$ cat src/rtl/seq_divider.sv
// Restoring sequential unsigned divider: one quotient bit per RUN cycle,
// fixed latency, divide-by-zero is flagged and completes without iterating.
module seq_divider #(
  parameter int unsigned WIDTH = 32
) (
  input  logic             clk,
  input  logic             rst,
  input  logic             start,
  input  logic [WIDTH-1:0] dividend,
  input  logic [WIDTH-1:0] divisor,
  output logic             busy,
  output logic             done,
  output logic [WIDTH-1:0] quotient,
  output logic [WIDTH-1:0] remainder,
  output logic             div_by_zero
);

  localparam int unsigned CW = $clog2(WIDTH + 1);

  typedef enum logic [1:0] {
    IDLE,
    RUN,
    DONE
  } state_e;

  state_e           state_q, state_d;
  logic [WIDTH-1:0] dvd_q, dvd_d;
  logic [WIDTH-1:0] dvs_q, dvs_d;
  logic [WIDTH-1:0] rem_q, rem_d;
  logic [WIDTH-1:0] quo_q, quo_d;
  logic [WIDTH-1:0] rmd_q, rmd_d;
  logic             dbz_q, dbz_d;
  logic [CW-1:0]    cnt_q, cnt_d;

  logic [WIDTH-1:0] rem_sh;
  logic [WIDTH:0]   diff;
  logic             borrow;
  logic [WIDTH-1:0] rem_step;
  logic [WIDTH-1:0] dvd_step;

  // The bit shifted out of rem_q is carried separately: when it is set the
  // shifted value already exceeds any divisor, so no borrow can occur and
  // the low WIDTH bits of the difference are the exact new remainder.
  always_comb begin
    rem_sh   = {rem_q[WIDTH-2:0], dvd_q[WIDTH-1]};
    diff     = {1'b0, rem_sh} - {1'b0, dvs_q};
    borrow   = diff[WIDTH] & ~rem_q[WIDTH-1];
    rem_step = borrow ? rem_sh : diff[WIDTH-1:0];
    dvd_step = {dvd_q[WIDTH-2:0], ~borrow};
  end

  always_comb begin
    state_d = state_q;
    dvd_d   = dvd_q;
    dvs_d   = dvs_q;
    rem_d   = rem_q;
    quo_d   = quo_q;
    rmd_d   = rmd_q;
    dbz_d   = dbz_q;
    cnt_d   = cnt_q;

    case (state_q)
      IDLE, DONE: begin
        if (start) begin
          if (divisor == '0) begin
            state_d = DONE;
            quo_d   = '1;
            rmd_d   = dividend;
            dbz_d   = 1'b1;
          end else begin
            state_d = RUN;
            dvd_d   = dividend;
            dvs_d   = divisor;
            rem_d   = '0;
            cnt_d   = CW'(WIDTH);
          end
        end else if (state_q == DONE) begin
          state_d = IDLE;
        end
      end

      RUN: begin
        rem_d = rem_step;
        dvd_d = dvd_step;
        cnt_d = cnt_q - CW'(1);
        if (cnt_q == CW'(1)) begin
          state_d = DONE;
          quo_d   = dvd_step;
          rmd_d   = rem_step;
          dbz_d   = 1'b0;
        end
      end

      default: state_d = IDLE;
    endcase
  end

  always_ff @(posedge clk) begin
    if (rst) begin
      state_q <= IDLE;
      dvd_q   <= '0;
      dvs_q   <= '0;
      rem_q   <= '0;
      quo_q   <= '0;
      rmd_q   <= '0;
      dbz_q   <= 1'b0;
      cnt_q   <= '0;
    end else begin
      state_q <= state_d;
      dvd_q   <= dvd_d;
      dvs_q   <= dvs_d;
      rem_q   <= rem_d;
      quo_q   <= quo_d;
      rmd_q   <= rmd_d;
      dbz_q   <= dbz_d;
      cnt_q   <= cnt_d;
    end
  end

  always_comb begin
    busy        = (state_q == RUN);
    done        = (state_q == DONE);
    quotient    = quo_q;
    remainder   = rmd_q;
    div_by_zero = dbz_q;
  end

endmodule

$ cat config.mk
export PLATFORM = sky130hd
export DESIGN_NAME = seq_divider
export DESIGN_NICKNAME = d
export VERILOG_FILES = /design/src/rtl/seq_divider.sv
export SDC_FILE = /design/constraint.sdc
export NUM_CORES = 1
export LEC_CHECK = 0
export ABC_AREA = 1
export BUFFER_PORTS_ARGS = -buffer_cell sky130_fd_sc_hd__buf_2
export CAP_MARGIN = 20
export CORE_ASPECT_RATIO = 0.9
export CORE_MARGIN = 1.5
export CORE_UTILIZATION = 55
export CTS_BUF_LIST = sky130_fd_sc_hd__clkbuf_16
export DETAILED_ROUTE_END_ITERATION = 16
export PLACE_DENSITY = 0.77
export SLEW_MARGIN = 20
export SYNTH_ARGS = -nofsm -noshare
export SYNTH_HDL_FRONTEND = slang
export SYNTH_SLANG_ARGS = --single-unit
export TNS_END_PERCENT = 30
$ cat constraint.sdc
create_clock -name clk -period 3.3 [get_ports clk]
set_input_delay 0.495 -clock clk [delete_from_list [all_inputs] [get_ports clk]]
set_output_delay 0.495 -clock clk [all_outputs]
set_load 0.05 [all_outputs]
==> results of run 1 <==
==> worst reg2reg max path, delay by kind of cell (launching register included) <==
family / cells / cell delay, ns
AOI/OAI and AO/OA: 1 / 0.12
adders and majority gates: 2 / 0.66
buffers and inverters: 4 / 0.64
DFF: 1 / 0.39
and+or+nand+nor: 10 / 0.97
==> final cells by class <==
cell class / instances / area share [%]
inverters: 303 / 10.15
well taps: 240 / 2.681
multi-input cells: 1028 / 44.59
flip-flops and latches: 169 / 30.21
repair buffers: 148 / 7.172
clock buffers: 17 / 3.798
clock inverters: 15 / 1.396
==> flip-flops by register name, indices dropped and copies added (netlist names) <==
name and cells:
cnt_q 6, div_by_zero 1, dvd_q 32, dvs_q 32
quotient 32, rem_q 32, remainder 32, state_q 2
==> kinds of logic after synthesis <==
family	Yosys count	synth area share [%]
AOI/OAI and AO/OA	297	16.03
and+or+nand+nor	681	28.89
adders and majority gates	35	4.555
xor gates and xnor gates	15	1.343
DFF	169	34.60
buffers and inverters	376	14.59
==> stage by stage <==
step / std cells / power [mW] / utilization, % / hold WS [ns] / worst slack, ns
global route: 1920 / 5.867 / 64.02 / 0.3349 / 0.1804
global placement: 1888 / 3.646 / 60.69 / 0.4342 / 0.5759
finish: 1920 / 5.624 / 64.02 / 0.3418 / 0.4542
CTS: 1920 / 5.625 / 64.02 / 0.3291 / 0.4946
floorplan: 1573 / 3.307 / - / 0.4299 / 1.048
detailed placement: 1888 / 3.665 / 60.69 / 0.4365 / 0.5020
==> routing by layer <==
| layer | GRT usage (%) | wire, um | share of wire, % |
|---|---|---|---|
| met1 | 39.81 | 12460 | 44 |
| met2 | 50.08 | 12760 | 45 |
| met3 | 5.100 | 1926 | 6.9 |
| met4 | 13.09 | 961 | 3.4 |
| met5 | 0 | 0 | 0 |
==> power by group through the flow <==
| stage | logic (mW) | registers (mW) | clock network [mW] |
|---|---|---|---|
| 6_report | 1.35 | 2.30 | 1.97 |
| 4_1_cts | 1.33 | 2.30 | 1.99 |
| 2_1_floorplan | 0.735 | 2.57 | 0 |
| 3_5_place_dp | 1.32 | 2.34 | 0 |
| 5_1_grt | 1.48 | 2.32 | 2.07 |
| 3_3_place_gp | 1.30 | 2.34 | 0 |
==> cells in the final DEF, fill, tap and decap left out, drive strengths merged, types with 8 or more instances in the layout <==
cell,n
nand2,454
inv,310
dfxtp,169
a21oi,154
buf,148
o21ai,100
nand3,97
nor2,70
nand4,42
ha,34
a31oi,33
clkbuf,17
xor2,14
nor3,9
clkinv,8
==> how the worst min path moves through the flow <==
stage,end,depth (start not counted)
floorplan,cnt_q[2]$_SDFFE_PP0P_,1
global placement,quotient[12]$_SDFFE_PP0P_,2
detailed placement,quotient[26]$_SDFFE_PP0P_,2
CTS,dvd_q[17]$_SDFFE_PP0P_,3
global route,dvd_q[3]$_SDFFE_PP0P_,3
finish,dvd_q[19]$_SDFFE_PP0P_,3
==> flow_summary.toml, run 1 <==
[run_status]
status = "finished clean"

[hold_path]
min_from = "dividend[19]"
hold_path.class = "primary input to flop"

[finish]
area_growth_pct = 14.53
drive_gt1_share_pct = 11.37
multi_input_area_mm2 = 0.004995
num_antenna_cells = 0
num-fill-cells = 1722
post-route-cell-area_mm2 = 0.01120
regArea_mm2 = 0.003383
fin_nets = 1769

[floorplan]
die_w_um = 143.6
dieArea_mm2 = 0.01859
initial_utilization_pct = 55.89
die_h_um = 129.5
rows = 46
fp.coreArea_mm2 = 0.01750
ios = 134

[route]
wl_per_cell_um = 14.64
dr.pass1.iters = 6
dr.first_iter.drc_count = 881
postRouteAntennaNets = 0
drc_errors = 0
totalWireLength_um = 28110
vias = 10118
via_per_inst = 5.270

[timing]
relSlewSlack_pct = 46.37
max_freq_ghz = 0.3514
rsz0062_at_grt = "false"
period_needed_ns = 2.846
tightest_slew_ns = 0.8035
fin_tns_setup_ns = 0
period_share_pct = 86.24
slew_viol_final = 0
skew_ns = 0.01358
setup_viol = 0
hold_viol_final = 0

[setup_path]
worstPathRequired_ns = 3.68
crit-reg2reg-launch = "dvd_q[31]$_SDFFE_PP0P_"
cp_cell_sequence = "inv_1 -> ha_1 -> fa_1 -> inv_1 -> nand2_1 -> nand2_1 -> nand3_1 -> nand2_1 -> nand2_1 -> nand2_1 -> nand3_2 -> a21oi_4 -> buf_4 -> nand2_1 -> nand3_1 -> nand2_1 -> inv_1"
crit_top_cell = "nand2_1"
cp_num_cells = 17
crit_path_end = "rem_q[10]$_SDFFE_PP0P_"
r2r_slack_ns = 0.45
crit_fanout = 33
reg2reg_depth = 17
end_kind = "flop"
critical-path-top-delay-family = "simple AND/OR/NAND/NOR gates"
startpoint_type = "flop"
slowest_stage = "fa_1"
path_buf_inv = 4
crit_type = "flop to flop"
arrival_ns = 3.23
r2r-end = "rem_q[10]$_SDFFE_PP0P_"
crit_path_start = "dvd_q[31]$_SDFFE_PP0P_"
slowest_delay_ns = 0.43

[power]
seq_power_share_pct = 40.9
internal_power_mw = 3.584
power.static_leakage_nw = 5.958
ir_worst_vdd_mv = 0.3764
powerDensity_mw_per_mm2 = 502.1
clkPwrFrac_pct = 35.1
switching_share_pct = 36.27
p_switching_mw = 2.040
combPwrFrac_pct = 24.0

[clock_tree]
clock_latency_ns = 0.44
h-tree-depth = 4
cts.repair.resized = 0
cts_tree = "done"
clock_tree.root_cell = "clkbuf_16"
cts_sinks = 169
ctsHoldBuffers = 0
path_clk_slew_ns = 0.07
postCtsSetupBuffers = 0
numCtsBuffers = 17
cts_buffer_depth = 2

[synth]
yosysMostFrequentCell = "nand2_1"
synth_top_area_share_pct = 34.60
synthesis.area_mm2 = 0.009779
ys_async_sr_fraction_pct = 0
synth_ff_type = "dfxtp_1"
avgSynthCellArea_um2 = 6.217
synth_commonest_cells = "nand2_1 (454), inv_1 (302), dfxtp_1 (169)"
synth-edff-count = 0
syn-instance-count = 1573
yosys_warnings = 0
syn_nets = 1675
synth_area_leaders = "dfxtp_1 (35%), nand2_1 (17%), inv_1 (12%)"
ys_types = 30
seq_area_frac_synth_pct = 34.60
yosys.area.top_type = "dfxtp_1"
synth_seq_cells = 169

[grt]
grt_pass1_vias = 9069
grt_pass1_wl_um = 44470
overflow = 0
antenna_found_initial = 0
track_usage_pct = 30.54
grt_max_degree = 71

[placed_design]
io_buffers = 133
place_hpwl_um = 20500
gp_routability_congestion = 1.005
placed_cell_area_mm2 = 0.01062

[run]
cap_viol_max_count = 0
Note: power is estimated with default switching activity, not from simulation.
==> run 2: changes to the inputs <==
clock period = 2.8 ns   (was 3.3 ns; I/O delays follow)
==> run 2 against run 1 <==
- setup slack worse by 0.31 ns
- die area unchanged
- core utilization grew 1.1 points
- non-clock buffer count increased by 9
- register-to-register slack got worse by 0.31 ns
- global-route usage shrank 0.056 points
- clock-buffer cell count is the same
- via count up 1.5%
- hold slack worse by 0.082 ns
- sequential power up 18%
- flip-flop and latch count did not move
- routed wire length up 1.5%
==> flow_summary.toml, run 2 (synthesis gave the netlist of run 1 again) <==
[placed_design]
place_hpwl_um = 20760
io_buffers = 133
placed_cell_area_mm2 = 0.01073
gp_routability_congestion = 0.9602
dp_cells = 1894

[grt]
grt_pass1_vias = 9129
grt_max_degree = 68
antenna_found_initial = 0
overflow = 0
grt_pass1_wl_um = 44740
track_usage_pct = 30.48

[timing]
period_needed_ns = 2.656
hold_viol_final = 0
max_freq_ghz = 0.3764
fin_tns_setup_ns = 0
tightest_slew_ns = 0.5645
period_share_pct = 94.87
setup_viol = 0
slew_viol_final = 0
relSlewSlack_pct = 62.31
skew_ns = 0.01191
holdWs_ns = 0.2598

[clock_tree]
clock_tree.root_cell = "clkbuf_16"
cts_tree = "done"
h-tree-depth = 4
cts.repair.resized = 0
numCtsBuffers = 17
clock_latency_ns = 0.44
postCtsSetupBuffers = 0
cts_buffer_depth = 2
path_clk_slew_ns = 0.07
cts_sinks = 169
ctsHoldBuffers = 0

[setup_path]
path_buf_inv = 4
crit-reg2reg-launch = "dvs_q[7]$_SDFFE_PP0P_"
crit_path_start = "dvs_q[7]$_SDFFE_PP0P_"
crit_top_cell = "nand2_1"
startpoint_type = "flop"
crit_path_end = "rem_q[16]$_SDFFE_PP0P_"
slowest_stage = "buf_4"
slowest_delay_ns = 0.37
crit_fanout = 33
worstPathRequired_ns = 3.18
cp_num_cells = 14
r2r_slack_ns = 0.14
cp_cell_sequence = "inv_1 -> ha_1 -> nand2_1 -> inv_1 -> a21oi_1 -> nand2_2 -> nand2_1 -> nand2_1 -> nand3_2 -> buf_4 -> nand4_1 -> nand3_1 -> nand2_1 -> inv_1"
arrival_ns = 3.03
reg2reg_depth = 14
critical-path-top-delay-family = "simple AND/OR/NAND/NOR gates"
crit_type = "flop to flop"
end_kind = "flop"
r2r-end = "rem_q[16]$_SDFFE_PP0P_"

[run_status]
status = "finished clean"

[finish]
post-route-cell-area_mm2 = 0.01138
num_antenna_cells = 0
final_cell_mix = "nand2_1 (451), inv_1 (300), dfxtp_1 (168)"
layout_commonest_cell = "nand2_1"
drive_gt1_share_pct = 12.08
num-fill-cells = 1681
area_growth_pct = 16.42
fin_nets = 1778
finalNonFillerCells = 1929

[route]
via_per_inst = 5.323
dr.first_iter.drc_count = 862
drc_errors = 0
postRouteAntennaNets = 0
wl_per_cell_um = 14.79
dr.pass1.iters = 8
totalWireLength_um = 28530
vias = 10269

[floorplan]
rows = 46
fp.coreArea_mm2 = 0.01750
ios = 134
die_w_um = 143.6
dieArea_mm2 = 0.01859
die_h_um = 129.5
initial_utilization_pct = 55.89

[power]
ir_worst_vdd_mv = 0.4292
power.static_leakage_nw = 6.025
powerDensity_mw_per_mm2 = 588.2
finalPower_mw = 6.697

[run]
cap_viol_max_count = 0

[hold_path]
hold_path.class = "primary input to flop"
[run 2: cell count changes in the layout (fill, tap and decap cells not counted), moves of 2 or more]
cell | previous run | this run
buf_12 | 2 | 7
clkinv_4 | 6 | 1
clkinvlp_4 | 0 | 4
inv_6 | 0 | 3
inv_8 | 6 | 3
clkbuf_16 | 17 | 19
[run 2: power breakdown]
group	internal [mW]	switching, mW
clock	1.26	1.10
combinational	0.461	1.16
sequential	2.60	0.109
[run 2: cell type report]
class / instances / area [um2] / area share [%]
Clock inverter: 15 / 165.2 / 1.451
Timing Repair Buffer: 157 / 972.2 / 8.539
Sequential cell: 169 / 3385 / 29.73
Inverter: 303 / 1137 / 9.990
Multi-Input combinational cell: 1028 / 5000 / 43.92
Clock buffer: 17 / 425.4 / 3.737
Tap cell: 240 / 300.3 / 2.638
[run 2: metal layers]
metal  vias up  routed length (um)  track usage [%]
li1       5181                   -                -
met4         0                 644            10.14
met5         -                   0                0
met3        55                2284            4.730
met2       470               13090            50.82
met1      4563               12510            40.39
[run 2: worst min path at each step]
stage	start	to	depth (start not counted)
after floorplan	cnt_q[2]$_SDFFE_PP0P_	cnt_q[2]$_SDFFE_PP0P_	1
after global placement	quotient[5]$_SDFFE_PP0P_	quotient[5]$_SDFFE_PP0P_	2
after detailed placement	quotient[12]$_SDFFE_PP0P_	quotient[12]$_SDFFE_PP0P_	2
after CTS	dividend[28]	dvd_q[28]$_SDFFE_PP0P_	3
after global routing	dividend[28]	dvd_q[28]$_SDFFE_PP0P_	3
final	dividend[28]	dvd_q[28]$_SDFFE_PP0P_	3
[run 2: worst reg2reg max path: cells and delay by family, from the launching register on]
kind,cells,cell delay (ns)
flip-flops,1,0.31
adder cells (fa/ha/maj),1,0.36
buffers and inverters,4,0.54
AO/OA/AOI/OAI,1,0.27
AND/OR/NAND/NOR,8,1.13
[run 2: metrics by stage]
step / setup WS [ns] / utilization (%)
floorplan: 0.5479 / -
global placement: 0.2165 / 61.31
detailed placement: 0.1796 / 61.31
CTS: 0.1388 / 64.68
global route: -0.01098 / 65.07
finish: 0.1436 / 65.07
